[config.mk]
export PLATFORM = sky130hd
export DESIGN_NAME = seed_scan_ctrl
export DESIGN_NICKNAME = d
export VERILOG_FILES = /design/src/rtl/seed_scan_ctrl.sv
export SDC_FILE = /design/constraint.sdc
export NUM_CORES = 1
export LEC_CHECK = 0
export CORE_AREA = 2 2 445 447
export DETAILED_ROUTE_END_ITERATION = 6
export DIE_AREA = 0 0 447 449
export SLEW_MARGIN = 30
export SYNTH_ARGS = -nofsm -noshare
export SYNTH_HDL_FRONTEND = slang
export SYNTH_SLANG_ARGS = --single-unit
export TNS_END_PERCENT = 100
[constraint.sdc]
create_clock -name clk -period 17.9 [get_ports clk]
set_clock_uncertainty 0.05 [all_clocks]
set_input_delay 3.58 -clock clk [delete_from_list [all_inputs] [get_ports clk]]
set_output_delay 3.58 -clock clk [all_outputs]
set_load 0.05 [all_outputs]
[src/rtl/seed_scan_ctrl.sv]
// Seed-hit sequencer: loads database words into the hit datapath, walks every
// window position, and hands each hit to the ungapped-extension engine.
module seed_scan_ctrl #(
  parameter int DB_WIDTH         = 512,
  parameter int WINDOWS_PER_WORD = 246,
  parameter int COMPARE_LAT      = 1
) (
  input  logic                clk,
  input  logic                rst,
  input  logic                start,
  input  logic [31:0]         db_total_words,
  input  logic [DB_WIDTH-1:0] db_data,
  input  logic                db_valid,
  output logic                db_ready,
  output logic [DB_WIDTH-1:0] hit_db_data,
  output logic                hit_load,
  output logic                hit_shift,
  output logic                hit_db_valid,
  output logic                hit_stop,
  input  logic                hit_in,
  input  logic                start_expand_in,
  input  logic [8:0]          location_q_in,
  output logic                ext_req,
  output logic [31:0]         ext_db_pos,
  output logic [8:0]          ext_q_loc,
  input  logic                ext_done,
  output logic                busy,
  output logic                done,
  output logic [31:0]         hit_count,
  output logic [3:0]          dbgState
);

  // Handshake: a database word transfers on any clk edge where db_valid and
  // db_ready are both high; db_ready is only ever high in LOAD.
  typedef enum logic [3:0] {
    IDLE, LOAD, SETTLE, CHECK, EXP_WAIT, EXT, STOP, SHIFT, DONE
  } stateT;

  localparam logic [31:0] LAST_WIN    = 32'(WINDOWS_PER_WORD - 1);
  localparam logic [31:0] WIN_PER_WRD = 32'(WINDOWS_PER_WORD);
  localparam logic [2:0]  SETTLE_LAST = 3'(COMPARE_LAT - 1);

  stateT       state, nextState;
  logic [31:0] totalWords;
  logic [31:0] wordIdx;
  logic [31:0] winIdx;
  logic [31:0] hitCount;
  logic [2:0]  settleCnt;
  logic [31:0] extDbPos;
  logic [8:0]  extQLoc;

  always_ff @(posedge clk) begin
    if (rst) state <= IDLE;
    else     state <= nextState;
  end

  always_comb begin
    nextState    = state;
    db_ready     = 1'b0;
    hit_load     = 1'b0;
    hit_shift    = 1'b0;
    hit_db_valid = 1'b0;
    hit_stop     = 1'b0;
    ext_req      = 1'b0;
    done         = 1'b0;
    busy         = (state != IDLE);
    case (state)
      IDLE:     if (start) nextState = (db_total_words == 32'd0) ? DONE : LOAD;
      LOAD: begin
        db_ready = 1'b1;
        hit_load = db_valid;
        if (db_valid) nextState = SETTLE;
      end
      SETTLE: begin
        hit_db_valid = 1'b1;
        if (settleCnt == SETTLE_LAST) nextState = CHECK;
      end
      CHECK: begin
        hit_db_valid = 1'b1;
        nextState    = hit_in ? EXP_WAIT : SHIFT;
      end
      EXP_WAIT: begin
        hit_db_valid = 1'b1;
        if (start_expand_in) nextState = EXT;
      end
      EXT: begin
        hit_db_valid = 1'b1;
        ext_req      = 1'b1;
        if (ext_done) nextState = STOP;
      end
      STOP: begin
        hit_db_valid = 1'b1;
        hit_stop     = 1'b1;
        nextState    = SHIFT;
      end
      SHIFT: begin
        hit_shift = 1'b1;
        if (winIdx == LAST_WIN)
          nextState = (wordIdx == totalWords - 32'd1) ? DONE : LOAD;
        else
          nextState = SETTLE;
      end
      DONE: begin
        done      = 1'b1;
        nextState = IDLE;
      end
      default: nextState = IDLE;
    endcase
  end

  always_ff @(posedge clk) begin
    if (rst) begin
      totalWords <= '0;
      wordIdx    <= '0;
      winIdx     <= '0;
      hitCount   <= '0;
      settleCnt  <= '0;
      extDbPos   <= '0;
      extQLoc    <= '0;
    end else begin
      case (state)
        IDLE: if (start) begin
          totalWords <= db_total_words;
          wordIdx    <= '0;
          winIdx     <= '0;
          hitCount   <= '0;
        end
        LOAD: begin
          settleCnt <= '0;
          if (db_valid) winIdx <= '0;
        end
        SETTLE:   settleCnt <= (settleCnt == SETTLE_LAST) ? 3'd0 : settleCnt + 3'd1;
        EXP_WAIT: if (start_expand_in) begin
          // Position is the window's absolute base in the database, mod 2^32.
          extDbPos <= wordIdx * WIN_PER_WRD + winIdx;
          extQLoc  <= location_q_in;
        end
        EXT:      if (ext_done && hitCount != 32'hFFFF_FFFF) hitCount <= hitCount + 32'd1;
        SHIFT: begin
          settleCnt <= '0;
          if (winIdx == LAST_WIN) begin
            wordIdx <= wordIdx + 32'd1;
            winIdx  <= '0;
          end else begin
            winIdx <= winIdx + 32'd1;
          end
        end
        default: ;
      endcase
    end
  end

  assign hit_db_data = db_data;
  assign hit_count   = hitCount;
  assign ext_db_pos  = extDbPos;
  assign ext_q_loc   = extQLoc;
  assign dbgState    = state;

endmodule

# --- Yosys cells after proc, flatten, opt, wreduce, memory -nomap -nowiden ---
# Index checks and enable logic that the tools add are counted.
# Widths: inputs -> output; s select.
classes:
  n_eq_ne: 18
  mux: 27
  addsub: 6
  n_mul: 1
  n_reduce_logical: 17
op_table:
  columns: ["operator", "n"]
  rows:
  - ["$mux 32", 5]
  - ["$pmux 32 s2", 2]
  - ["$add 32x1->32 const B", 3]
  - ["$pmux 32 s3", 1]
  - ["$add 32x32->32", 1]
  - ["$eq 32x32->1", 1]
  - ["$eq 32x8->1 const B", 1]
  - ["$logic_not 32->1", 1]
  - ["$mul 32x7->31 const B", 1]
  - ["$mux 4", 8]
  - ["$ne 32x32->1 const B", 1]
  - ["$pmux 4 s8", 1]
  - ["$sub 32x1->32 const B", 1]
  - ["$eq 4x3->1 const B", 4]
  - ["$ne 2x2->1 const B", 7]
  - ["$reduce_and 3->1", 3]
  - ["$eq 4x2->1 const B", 2]
  - ["$mux 1", 7]
  - ["$pmux 3 s2", 1]
  - ["$reduce_bool 2->1", 3]
  - ["$reduce_and 5->1", 1]
  - ["$reduce_or 5->1", 1]
  - ["$eq 4x1->1 const B", 1]
  - ["$eq 4x4->1 const B", 1]
  - ["10 further kinds", 11]
word_totals:
  word_cells: 77
  regBits: 176
  input_bits: 560

# --- Logic depth before layout (Yosys ltp) ---
# Gate-level depths: netlist of the first run.
depth:
  word_depth: 5
  ltp_mapped: 30

# --- Worst setup path after synthesis of the first run ---
# Ideal clock, no wire load.
synth_path:
  kind: "in2out"
  start: "input port db_valid"
  end: "output port hit_load"
  path_stages: 1
  slack_ps: 10283
  t_arrival_ps: 3987
  n_path_buf: 0
  cell_sequence: "and2_1"
synth_between:
  elab_chain_len: 1
synth_rtl:
  columns: ["element", "line", "text"]
  rows:
  - ["start, declared", "13", "input logic db_valid,"]
  - ["$mux 1", "67", "case (state)"]
  - ["end, declared", "16", "output logic hit_load,"]
# Every way passes these cells.

# --- Worst setup path in the final report of the first run ---
# Ends and elaborated chain as after synthesis.

==> results of run 1 <==
==> cell usage after synthesis, drive strengths merged, types with 5 or more instances <==
| library cell | instances | area (um2) |
|---|---|---|
| dfxtp | 176 | 3523 |
| and2 | 8 | 50.05 |
| nor2 | 151 | 569.3 |
| a22o | 5 | 43.79 |
| a211oi | 15 | 112.6 |
| and4 | 11 | 96.34 |
| nand3 | 48 | 240.2 |
| xor2 | 71 | 621.9 |
| nor2b | 7 | 43.79 |
| nand2b | 8 | 50.05 |
| xnor2 | 104 | 910.9 |
| nand2 | 216 | 813.3 |
| buf | 519 | 3889 |
| clkbuf | 43 | 161.4 |
| inv | 187 | 701.9 |
| o21bai | 9 | 67.56 |
| a21oi | 144 | 720.7 |
| nand4 | 23 | 143.9 |
| fa | 100 | 2002 |
| a31oi | 10 | 62.56 |
| o21ai | 56 | 280.3 |
| or4 | 10 | 82.58 |
| nand3b | 7 | 52.55 |
| or3 | 20 | 130.1 |
| a21o | 20 | 150.1 |
| o211ai | 10 | 80.07 |
| nor3 | 35 | 175.2 |
| ha | 126 | 1577 |
| and3 | 26 | 162.7 |
| nor4 | 24 | 171.4 |
| o31ai | 6 | 45.04 |
| o21a | 6 | 45.04 |
==> power groups by stage <==
stage / clock network, mW / registers (mW) / logic (mW)
finish: 0.410 / 0.430 / 0.223
global placement: 0 / 0.438 / 0.220
detailed placement: 0 / 0.439 / 0.224
global route: 0.437 / 0.434 / 0.248
floorplan: 0 / 0.434 / 0.469
CTS: 0.423 / 0.430 / 0.225
==> cell families after synthesis <==
kind of cell,count (synthesis),synth area share (%)
muxes,6,0.3426
and+or+nand+nor,611,16.12
buffers and inverters,749,26.02
AOI/OAI and AO/OA,310,10.23
xor gates and xnor gates,175,8.393
adders and majority gates,226,19.60
DFF,176,19.29
==> per-stage QoR <==
stage	hold slack (ns)	instances	util [%]
after floorplan	0.3978	2253	-
after global placement	0.3910	4471	9.634
after detailed placement	0.3977	4471	9.631
after CTS	0.4081	4503	9.961
after global routing	0.4328	4504	9.962
final	0.4057	4504	9.962
==> final timing paths <==
check | startpoint | end | slack (ns)
max reg2reg | wordIdx[6] | ext_db_pos[30] | 10.34
min reg2reg | ext_db_pos[21] | ext_db_pos[21] | 0.41
max | db_valid | hit_load | 9.31
min | ext_db_pos[21] | ext_db_pos[21] | 0.41
==> final cells by class <==
type,instances,share of cell area (%)
well taps,2640,16.90
inverters,187,3.591
repair buffers,140,6.978
clock buffers,17,2.177
multi-input cells,1328,51.18
clock inverters,15,1.133
diodes,1,0.01280
flip-flops and latches,176,18.03
==> state kept, by name (all words and copies together) (netlist names) <==
| register | count |
|---|---|
| hit_count | 32 |
| ext_db_pos | 32 |
| totalWords | 32 |
| winIdx | 32 |
| settleCnt | 3 |
| ext_q_loc | 9 |
| dbgState | 4 |
| wordIdx | 32 |
==> critical path: cells and delay by family <==
family	cells	cell delay (ns)
buf+inv	2	1.26
simple gates	1	0.12
==> layer usage <==
metal / wire length, um / share of wire (%) / track usage (%) / vias up
li1: - / - / - / 6086
met1: 25630 / 36 / 7.052 / 6269
met2: 31100 / 43 / 10.22 / 728
met3: 10140 / 14 / 4.550 / 250
met4: 4672 / 6.5 / 4.402 / 24
met5: 632 / 0.88 / 2.189 / -
==> flow_summary_export.csv, run 1 <==
group,metric,value,unit
status,status,"completed",
worst_setup_path,arrival,4.96,ns
timing,fin_crit,8.586,ns
placement,gp_congestion,0.8175,
detailed_routing,routed_wirelength,72170,um
floorplanning,io_pins,1157,
layout,final_common_cell,"nand2_1",
worst_setup_path,worst_ep_required_time,14.27,ns
synth,synth_edf_count,0,
layout,multi_input_area,0.01000,mm2
floorplanning,die_area,0.2007,mm2
layout,final_cell_area,0.01955,mm2
detailed_routing,wl_per_cell,16.02,um
worst_setup_path,max_stage_delay,0.79,ns
power_and_ir_drop,p_clk_share,38.5,%
flow_run,drv_cap,0,
global_route,grt_pass1_vias,12890,
power_and_ir_drop,p_int,684.9,uW
floorplanning,start_util,9.308,%
power_and_ir_drop,p_leak,7.305,nW
synth,ys_seq_area_share,19.29,%
synth,synth_fp_nets,3039,
timing,rsz0062_at_grt,"no",
timing,fin_crit_sh,47.97,%
floorplanning,core-area,0.1962,mm2
floorplanning,die_y,449,um
synth,syn_area,0.01826,mm2
global_route,grt_usage,6.935,%
synth,avgSynthCellArea,8.105,um2
worst_setup_path,worstSetupEndpointType,"output port",
layout,drive_above_1_share,3.757,%
layout,final_cell_mix,"213 x nand2_1, 187 x inv_1, 176 x dfxtp_1",
placement,io_buffers,132,
synth,async_reset_ff_share,0,%
power_and_ir_drop,power_switching,379.0,uW
worst_setup_path,worstRegToRegCells,30,
clocking,tritoncts,"done",
timing,worstMarginPinSlew,0.9401,ns
min_path,hold_path_class,"reg -> reg",
global_route,grt_start_max_net_pins,61,
timing,max_freq,0.1165,GHz
layout,n_fill_cell,22800,
synth,synth_cells,2253,
worst_setup_path,crit_type,"in -> out",
min_path,hold_depth,2,
worst_setup_path,crit_path_frequent_cell,"clkdlybuf4s50_1",
power_and_ir_drop,swShare,35.62,%
worst_setup_path,crit_fanout,2,
timing,finalSetupViolations,0,
placement,dp_hpwl,60490,um
synth,synth_seq_cells,176,
power_and_ir_drop,power_frac_seq,40.5,%
worst_setup_path,path_cells,"clkdlybuf4s50_1 > and2_1 > clkdlybuf4s50_1",
clocking,cts_hold_buf,0,
clocking,clock_latency,0.50,ns
global_route,antenna_found_initial,6,
synth,synth.distinct_cells,71,
detailed_routing,drc,0,
placement,placed_area,0.01890,mm2
clocking,cts_num_sinks,176,
clocking,htreeDepth,4,
detailed_routing,vias_per_cell,2.966,
clocking,cts_root_buffer,"clkbuf_16",
floorplanning,rows,163,
detailed_routing,vias,13360,
clocking,post_cts_buffers,0,
global_route,grt_pass1_wl,99590,um
timing,slew_headroom,37.13,%
clocking,cts_buffers,17,
synth,synthFlopType,"dfxtp_1",
detailed_routing,ant_nets,0,
layout,fin_nets,2636,
detailed_routing,dr.pass1.iters,5,
global_route,grt_overflow_total,0,
floorplanning,die_w,447,um
worst_setup_path,worstSetupStartpointType,"primary input",
placement,pre_cts_ws,9.306,ns
worst_setup_path,critPathSlowestCell,"clkdlybuf4s50_1",
layout,regArea,0.003523,mm2
clocking,post_cts_resized,0,
power_and_ir_drop,power-per-cell-area,54.44,mW/mm2
timing,hold_viol,0,
timing,finalMaxSlewViolations,0,
synth,yosysWarnings,0,
timing,setup_tns,0,ns
power_and_ir_drop,power.total,1.064,mW
detailed_routing,drt_iter0_drc,832,
power_and_ir_drop,ir_worst_vdd,0.07336,mV
clocking,clkTransAtPathRegs,0.08,ns
layout,syn2layout_area_growth,7.030,%
power_and_ir_drop,p_comb_share,21.0,%
timing,setup_ws,9.314,ns
clocking,cts_buffer_depth,2,
No activity file was read; power rests on OpenSTA's default activity.
==> run 2, diff against run 1 <==
--- a/config.mk
+++ b/config.mk
@@ -5,9 +5,9 @@
 export SDC_FILE = /design/constraint.sdc
 export NUM_CORES = 1
 export LEC_CHECK = 0
-export CORE_AREA = 2 2 445 447
+export CORE_AREA = 2 2 448 450
 export DETAILED_ROUTE_END_ITERATION = 6
-export DIE_AREA = 0 0 447 449
+export DIE_AREA = 0 0 450 452
 export SLEW_MARGIN = 30
 export SYNTH_ARGS = -nofsm -noshare
 export SYNTH_HDL_FRONTEND = slang
==> constraint.sdc (replaced) <==
create_clock -name clk -period 7.35 [get_ports clk]
set_clock_uncertainty 0.05 [all_clocks]
set_input_delay 1.47 -clock clk [delete_from_list [all_inputs] [get_ports clk]]
set_output_delay 1.47 -clock clk [all_outputs]
set_load 0.05 [all_outputs]
==> run 2 against run 1 <==
Global-route usage increased by 0.47 points. Sequential power increased by 140%. Largest cell class unchanged. Non-clock buffer count increased by 11. Count of clock-buffer cells in the layout unchanged.
==> flow_summary_export.csv, run 2 (same netlist as run 1, synthesis figures left out) <==
group,metric,value,unit
power_and_ir_drop,swShare,35.51,%
worst_setup_path,crit_path_frequent_cell,"inv_1",
worst_setup_path,worstSetupEndpointType,"flip-flop",
floorplanning,die_y,452,um
clocking,tritoncts,"done",
floorplanning,die_area,0.2034,mm2
min_path,hold_depth,2,
timing,fin_crit_sh,92.71,%
layout,post-route-util,9.884,%
min_path,hp-start,"ext_db_pos[13]",
floorplanning,io_pins,1157,
timing,setup_tns,0,ns
detailed_routing,dr.pass1.iters,7,
detailed_routing,ant_nets,0,
layout,drive_above_1_share,4.536,%
global_route,grt_usage,7.409,%
timing,hold_viol,0,
global_route,grt_pass1_wl,105800,um
floorplanning,rows,164,
detailed_routing,vias_per_cell,2.970,
timing,finalSetupViolations,0,
worst_setup_path,crit_type,"reg -> reg",
worst_setup_path,worst_ep_required_time,7.68,ns
placement,io_buffers,132,
floorplanning,core-area,0.1986,mm2
min_path,holdPathEnd,"ext_db_pos[13]",
worst_setup_path,max_stage_delay,0.56,ns
clocking,cts_num_sinks,176,
floorplanning,die_w,450,um
placement,dp_hpwl,66430,um
layout,fin_nets,2647,
timing,finalMaxSlewViolations,0,
timing,hold-worst-slack,0.4033,ns
placement,gp_congestion,0.8019,
power_and_ir_drop,power_switching,909.6,uW
global_route,grt_overflow_total,0,
power_and_ir_drop,power_frac_seq,41.0,%
floorplanning,start_util,9.194,%
detailed_routing,vias,13460,
detailed_routing,drt_iter0_drc,933,
status,status,"completed",
clocking,cts_buffers,17,
worst_setup_path,crit_fanout,6,
layout,final_cell_mix,"213 x nand2_1, 186 x inv_1, 174 x dfxtp_1",
layout,final_common_cell,"nand2_1",
clocking,htreeDepth,4,
timing,max_freq,0.1468,GHz
worst_setup_path,worst_r2r_endpoint,"ext_db_pos[30]",
timing,worstMarginPinSlew,0.9487,ns
power_and_ir_drop,p_leak,7.354,nW
detailed_routing,drc,0,
global_route,grt_start_max_net_pins,56,
power_and_ir_drop,p_clk_share,37.7,%
layout,n_fill_cell,23090,
power_and_ir_drop,ir_worst_vdd,0.1916,mV
min_path,hold_path_class,"reg -> reg",
flow_run,drv_cap,0,
power_and_ir_drop,power-per-cell-area,130.5,mW/mm2
layout,syn2layout_area_growth,7.510,%
detailed_routing,wl_per_cell,17.30,um
detailed_routing,routed_wirelength,78440,um
power_and_ir_drop,p_comb_share,21.3,%
clocking,cts_buffer_depth,2,
worst_setup_path,worstRegToRegCells,30,
worst_setup_path,arrival,7.15,ns
global_route,grt_pass1_vias,13260,
timing,fin_crit,6.814,ns
worst_setup_path,timing.rr.start,"wordIdx[5]",
timing,slew_headroom,36.56,%
worst_setup_path,worstSetupStartpointType,"flip-flop",
worst_setup_path,reg2reg_setup_slack,0.54,ns
timing,rsz0062_at_grt,"no",
global_route,antenna_found_initial,13,
clocking,cts_root_buffer,"clkbuf_16",
clocking,clock_latency,0.49,ns
worst_setup_path,critPathSlowestCell,"fa_1",
power_and_ir_drop,p_int,1.652,mW
clocking,clkTransAtPathRegs,0.08,ns
run 2: how the worst max path moves through the flow:
stage,startpoint,end,cells past startpoint,slack (ns)
2_1_floorplan,wordIdx[6],ext_db_pos[30],30,0.84
3_3_place_gp,wordIdx[5],ext_db_pos[30],30,0.51
3_5_place_dp,wordIdx[5],ext_db_pos[30],30,0.37
4_1_cts,wordIdx[4],ext_db_pos[30],30,0.34
5_1_grt,wordIdx[6],ext_db_pos[30],30,0.02
6_report,wordIdx[5],ext_db_pos[30],30,0.54
run 2: per-stage QoR:
step                setup WS [ns]  instance area, um2  instances  power, mW
floorplan                  0.8387               18260       2253      2.200
global placement           0.5122               19000       4497      1.612
detailed placement         0.3709               18990       4497      1.625
CTS                        0.3391               19600       4529      2.616
global route              0.02204               19630       4532      2.702
finish                     0.5360               19630       4533      2.562
run 2: power groups by stage:
stage          registers (mW)  logic, mW  clock network (mW)
3_5_place_dp             1.07      0.552                   0
2_1_floorplan            1.06       1.14                   0
4_1_cts                  1.05      0.554                1.01
3_3_place_gp             1.07      0.542                   0
5_1_grt                  1.06      0.604                1.04
6_report                 1.05      0.546               0.966
run 2: area by class of cell:
cell class | count | area [um2] | area share [%]
antenna | 3 | 7.507 | 0.03824
clock buffer | 17 | 425.4 | 2.167
clock inverter | 15 | 182.7 | 0.9305
inverter | 187 | 705.7 | 3.594
multi-input combinational | 1328 | 10010 | 50.99
sequential | 176 | 3526 | 17.96
tap | 2656 | 3323 | 16.93
timing repair buffer | 151 | 1451 | 7.393
run 2: critical path: cells and delay by family, from the launching register on:
| family | cells | cell delay, ns |
|---|---|---|
| AOI/OAI and AO/OA | 11 | 1.95 |
| buffers and inverters | 5 | 0.41 |
| adders and majority gates | 6 | 2.81 |
| xor gates and xnor gates | 2 | 0.27 |
| DFF | 1 | 0.40 |
| and+or+nand+nor | 6 | 0.83 |
run 2: repair_timing:
action                                  CTS  global route
buffers inserted                          0             1
hold buffers                              0             0
endpoints found under the setup margin    0             3
gates resized for setup                   0             8
run 2: routing by layer:
layer | track usage (%) | wire, um | up-vias
li1 | - | - | 6094
met1 | 6.840 | 25300 | 6313
met2 | 11.81 | 36410 | 785
met3 | 4.829 | 10890 | 258
met4 | 4.955 | 5421 | 14
met5 | 1.679 | 416 | -
